==> src/rtl/uart_pkg.sv <==
// UART shared definitions: FSM states, framing constants, default bit period.
// Used by both the transmit and receive paths.
package uart_pkg;

  typedef enum logic [1:0] {
    IDLE,
    START,
    DATA,
    STOP
  } uart_state_e;

  localparam logic START_BIT      = 1'b0;
  localparam logic STOP_BIT       = 1'b1;
  localparam int   BITS_PER_BYTE  = 8;
  localparam int   BYTES_PER_WORD = 2;
  localparam int   DATA_W         = BITS_PER_BYTE * BYTES_PER_WORD;
  localparam int   CLK_PER_BIT    = 21;

endpackage

==> src/rtl/uart_baud_cnt.sv <==
// Bit-period cycle counter; bit_end marks the last cycle of a bit.
// Clear has priority and the count wraps on every bit boundary.
module uart_baud_cnt
  import uart_pkg::*;
#(
  parameter int unsigned clk_per_bit = CLK_PER_BIT
) (
  input  logic clk,
  input  logic rst_n,
  input  logic clr,
  input  logic en,
  output logic bit_end
);

  localparam int unsigned CW = $clog2(clk_per_bit);
  localparam logic [CW-1:0] LAST = CW'(clk_per_bit - 1);

  logic [CW-1:0] cnt_q;
  logic [CW-1:0] cnt_d;

  assign bit_end = (cnt_q == LAST);

  always_comb begin
    cnt_d = cnt_q;
    if (clr || bit_end) begin
      cnt_d = '0;
    end else if (en) begin
      cnt_d = cnt_q + 1'b1;
    end
  end

  always_ff @(posedge clk or negedge rst_n) begin
    if (!rst_n) begin
      cnt_q <= '0;
    end else begin
      cnt_q <= cnt_d;
    end
  end

endmodule

==> src/rtl/uart_tx.sv <==
// 16-bit UART transmitter: two gapless 8N1 frames, low byte first.
// All outputs registered; the line level is decided together with the next state.
module uart_tx
  import uart_pkg::*;
#(
  parameter int unsigned clk_per_bit = CLK_PER_BIT
) (
  input  logic              clk,
  input  logic              rst_n,
  input  logic [DATA_W-1:0] tx_data,
  input  logic              tx_start,
  output logic              tx_ready,
  output logic              serial_out,
  output logic              tx_busy,
  output logic              tx_done
);

  uart_state_e       state_q, state_d;
  logic [2:0]        bit_q, bit_d;
  logic              byte_q, byte_d;
  logic [DATA_W-1:0] shift_q, shift_d;
  logic              ser_q, ser_d;
  logic              ready_q, ready_d;
  logic              done_q, done_d;
  logic              bit_end;

  uart_baud_cnt #(
    .clk_per_bit(clk_per_bit)
  ) u_baud (
    .clk    (clk),
    .rst_n  (rst_n),
    .clr    (state_q == IDLE),
    .en     (state_q != IDLE),
    .bit_end(bit_end)
  );

  always_comb begin
    state_d = state_q;
    bit_d   = bit_q;
    byte_d  = byte_q;
    shift_d = shift_q;
    ser_d   = ser_q;
    ready_d = ready_q;
    done_d  = 1'b0;
    unique case (state_q)
      IDLE: begin
        ser_d   = STOP_BIT;
        ready_d = 1'b1;
        if (tx_start && ready_q) begin
          shift_d = tx_data;
          byte_d  = 1'b0;
          bit_d   = '0;
          state_d = START;
          ser_d   = START_BIT;
          ready_d = 1'b0;
        end
      end
      START: begin
        if (bit_end) begin
          state_d = DATA;
          bit_d   = '0;
          ser_d   = shift_q[0];
        end
      end
      DATA: begin
        if (bit_end) begin
          // Shift after every data bit so the high byte lands in [7:0].
          shift_d = shift_q >> 1;
          if (bit_q == 3'(BITS_PER_BYTE - 1)) begin
            state_d = STOP;
            ser_d   = STOP_BIT;
          end else begin
            bit_d = bit_q + 3'd1;
            ser_d = shift_q[1];
          end
        end
      end
      STOP: begin
        if (bit_end) begin
          if (!byte_q) begin
            byte_d  = 1'b1;
            state_d = START;
            ser_d   = START_BIT;
          end else begin
            state_d = IDLE;
            ser_d   = STOP_BIT;
            ready_d = 1'b1;
            done_d  = 1'b1;
          end
        end
      end
      default: begin
        state_d = IDLE;
        ser_d   = STOP_BIT;
        ready_d = 1'b1;
      end
    endcase
  end

  always_ff @(posedge clk or negedge rst_n) begin
    if (!rst_n) begin
      state_q <= IDLE;
      bit_q   <= '0;
      byte_q  <= 1'b0;
      shift_q <= '0;
      ser_q   <= 1'b1;
      ready_q <= 1'b1;
      done_q  <= 1'b0;
    end else begin
      state_q <= state_d;
      bit_q   <= bit_d;
      byte_q  <= byte_d;
      shift_q <= shift_d;
      ser_q   <= ser_d;
      ready_q <= ready_d;
      done_q  <= done_d;
    end
  end

  assign serial_out = ser_q;
  assign tx_ready   = ready_q;
  assign tx_busy    = ~ready_q;
  assign tx_done    = done_q;

endmodule

==> config.mk <==
export PLATFORM = sky130hd
export DESIGN_NAME = uart_tx
export DESIGN_NICKNAME = d
export VERILOG_FILES = /design/src/rtl/uart_pkg.sv /design/src/rtl/uart_baud_cnt.sv /design/src/rtl/uart_tx.sv
export SDC_FILE = /design/constraint.sdc
export NUM_CORES = 1
export LEC_CHECK = 0
export CAP_MARGIN = 30
export CORE_ASPECT_RATIO = 0.9
export CORE_MARGIN = 1
export CORE_UTILIZATION = 58
export CTS_CLUSTER_SIZE = 40
export DETAILED_ROUTE_END_ITERATION = 12
export PLACE_DENSITY_LB_ADDON = 0.05
export SLEW_MARGIN = 10
export SYNTH_ARGS = -nofsm -noshare
export SYNTH_HDL_FRONTEND = slang
export SYNTH_SLANG_ARGS = --single-unit
==> constraint.sdc <==
create_clock -name clk -period 4.8 [get_ports clk]
set_clock_uncertainty 0.05 [all_clocks]
set_input_delay 1.44 -clock clk [delete_from_list [all_inputs] [get_ports clk]]
set_output_delay 1.44 -clock clk [all_outputs]
set_load 0.05 [all_outputs]
==> results.txt <==
PwrDens: 278 mW/mm^2
Area contributors post-synth: dfrtp_1, mux2_2, mux2_4
Net Count, Synth: 164
worst min path class: flip-flop to flip-flop
crit path launch type: flip-flop
post-synthesis mux area share: 25.6%
average cell area after synthesis: 12.4 um^2
buffers added on ports: 22
Critical Path Max Stage Delay: 820 ps
worst vdd ir: 0.227 mV
simple-gate area share of the yosys netlist: 7.58%
Setup crit end kind: output pin
Netlist cell types: 36
compound-cell area share of the yosys netlist: 9.59%
Vias/cell: 5.56
clk slew on worst S/H paths: 100 ps
share of flip-flops with an asynchronous set or reset: 100%
drt pass-1 iters: 7
Post-synth EDFFs: 0
clock buffer depth: 2
critical-path maximum fanout: 5
first-pass GRT wire length: 4.94 mm
post-synthesis register bit count: 30
Post-Synth XOR/XNOR Area: 1.04%
wire length per cell: 14.6 um
total clock buffers created by CTS: 5
Hold Violations, Final: 0
Pleak: 0.000937 uW
number of global-route vias before repair: 1,056
Initial Util: 61.2%
unrepaired setup endpoints after global routing: no
Critical Path AT: 1740 ps
largest area contributor in the netlist: dfrtp_1
number of fill cells: 214
die height: 53.1 um
most common flop cell mapped by yosys: dfrtp_1
post-synthesis adder-cell area fraction: 6.69%
multi-input logic area: 850 um^2
CTS tree: done
Starting DRT DRC Count: 44
total power: 568 uW
CP Cell Sequence: clkdlybuf4s50_1
Remaining DRCs: 0
worst rel slew slack: 62.8%
Final TNS setup: 0 ps
largest family of logic cells by synthesized area: multiplexers
Clock Sinks: 30
Max Slew Vio Count: 0
initial antenna violation count: 0
crit path buf inv count: 1
Commonest cells post-synth: dfrtp_1, mux2_2, inv_1, mux2_4
post-route ant nets: 0
Routability Congestion: 0.786
CP required: 3310 ps
IO Pins: 23
max_cap viols: 0
register area: 753 um^2
fin crit period: 3230 ps
layout cell share with drive strength beyond 1: 29.4%
Post-CTS Hold Fix Bufs: 0
n_diodes: 0
mapped cell area: 0.00168 mm^2
worst slew pin tran: 557 ps
clk root buf: clkbuf_4
die area: 0.00312 mm^2
htree depth: 2
final wirelength: 2.97 mm
GR Util All Layers: 22.3%
Resized cells post-CTS: 0
Yosys top cell area share: 41.6%
Final setup viols: 0
Die Wd: 58.8 um
Achievable Freq: 309 MHz
dpl hpwl: 2.06 mm
sequential share of the synthesized area: 44.8%
Critical-path top delay cell: clkdlybuf4s50_1
Cells after Synth: 136
area grow syn2layout: 21.5%
worst-skew pair later-pin latency: 330 ps
fin nets: 190
row count: 18
CP Class: flip-flop to output pin
delay-heaviest family, CP: buffers and inverters
core area: 0.00275 mm^2
GR Overflow Total: 0
post-CTS setup buffers: 0
pin count of the biggest net entering global routing: 31
Final Cycle Share: 67.4%
most common cell in the synthesized netlist: dfrtp_1
final core occ: 74.4%
YS warnings: 0
vias: 1,128
outcome: complete, no violations
power breakdown:
part	total [uW]	switching (uW)	internal (uW)	leakage (uW)
Combinational	38.4	12.7	25.6	0.000530
Sequential	264	3.91	260	0.000348
Clock	266	89.3	176	0.0000585
Total	568	106	462	0.000937
cell families (layout without fill, tap and decap cells):
group	Yosys count	count (layout)
adder cells (fa/ha/maj)	9	9
buffers and inverters	15	42
AND/OR/NAND/NOR	24	24
flip-flops	30	30
XOR/XNOR	2	2
AO/OA/AOI/OAI	22	22
multiplexers	34	34
placed cells by master (no fill, tap or decap), types with 4 or more instances in the layout:
| cell type | n |
|---|---|
| dfrtp_1 | 28 |
| mux2_2 | 22 |
| clkdlybuf4s50_1 | 22 |
| inv_1 | 10 |
| mux2_4 | 10 |
| nor2_1 | 9 |
| ha_1 | 9 |
| o21ai_0 | 5 |
| clkbuf_4 | 5 |
| nand2_1 | 4 |
| a21oi_1 | 4 |
worst paths after layout:
path | cells past startpoint | endpoint | startpoint | slack [ps]
worst max-delay path | 1 | tx_ready | tx_ready$_DFFE_PN1P_ | 1570
worst min-delay path | 2 | serial_out$_DFFE_PN1P_ | serial_out$_DFFE_PN1P_ | 440
worst max register to register | 6 | shift_q[2]$_DFFE_PN0P_ | u_baud.cnt_q[0]$_DFFE_PN0P_ | 2560
worst min register to register | 2 | serial_out$_DFFE_PN1P_ | serial_out$_DFFE_PN1P_ | 440
max in group asynchronous | 2 | serial_out$_DFFE_PN1P_ | rst_n | 2960
min in group asynchronous | 2 | shift_q[2]$_DFFE_PN0P_ | rst_n | 1430
layout make-up:
type / instances / share of cell area [%]
clock buffer: 6 / 2.51
clock inverter: 2 / 2.94
inverter: 10 / 1.84
multi-input combinational: 91 / 41.6
sequential: 30 / 36.8
tap: 40 / 2.45
timing repair buffer: 24 / 11.9
registers in the layout, summed over array words and instances, names as in the netlist:
| name | flops |
|---|---|
| bit_q | 3 |
| serial_out | 1 |
| state_q | 2 |
| tx_done | 1 |
| tx_ready | 1 |
| u_baud.cnt_q | 5 |
| shift_q | 16 |
| byte_q | 1 |
stage by stage:
step | cell area (um^2) | setup WS [ps] | hold WS (ps) | instances
final | 2040 | 1570 | 440 | 203
after global routing | 2040 | 1510 | 467 | 203
after CTS | 2030 | 1540 | 441 | 202
after detailed placement | 1920 | 1640 | 426 | 194
after global placement | 1920 | 1680 | 418 | 194
after floorplan | 1680 | 2290 | 404 | 136
routing by layer:
layer / GRT usage [%] / vias to the layer above / routed length (um)
met2: 35.6 / 26 / 1460
met5: 0 / - / 0
met3: 5.38 / 5 / 112
met1: 28.4 / 555 / 1350
li1: - / 542 / -
met4: 10.7 / 0 / 44
No activity file was read; power rests on OpenSTA's default activity.
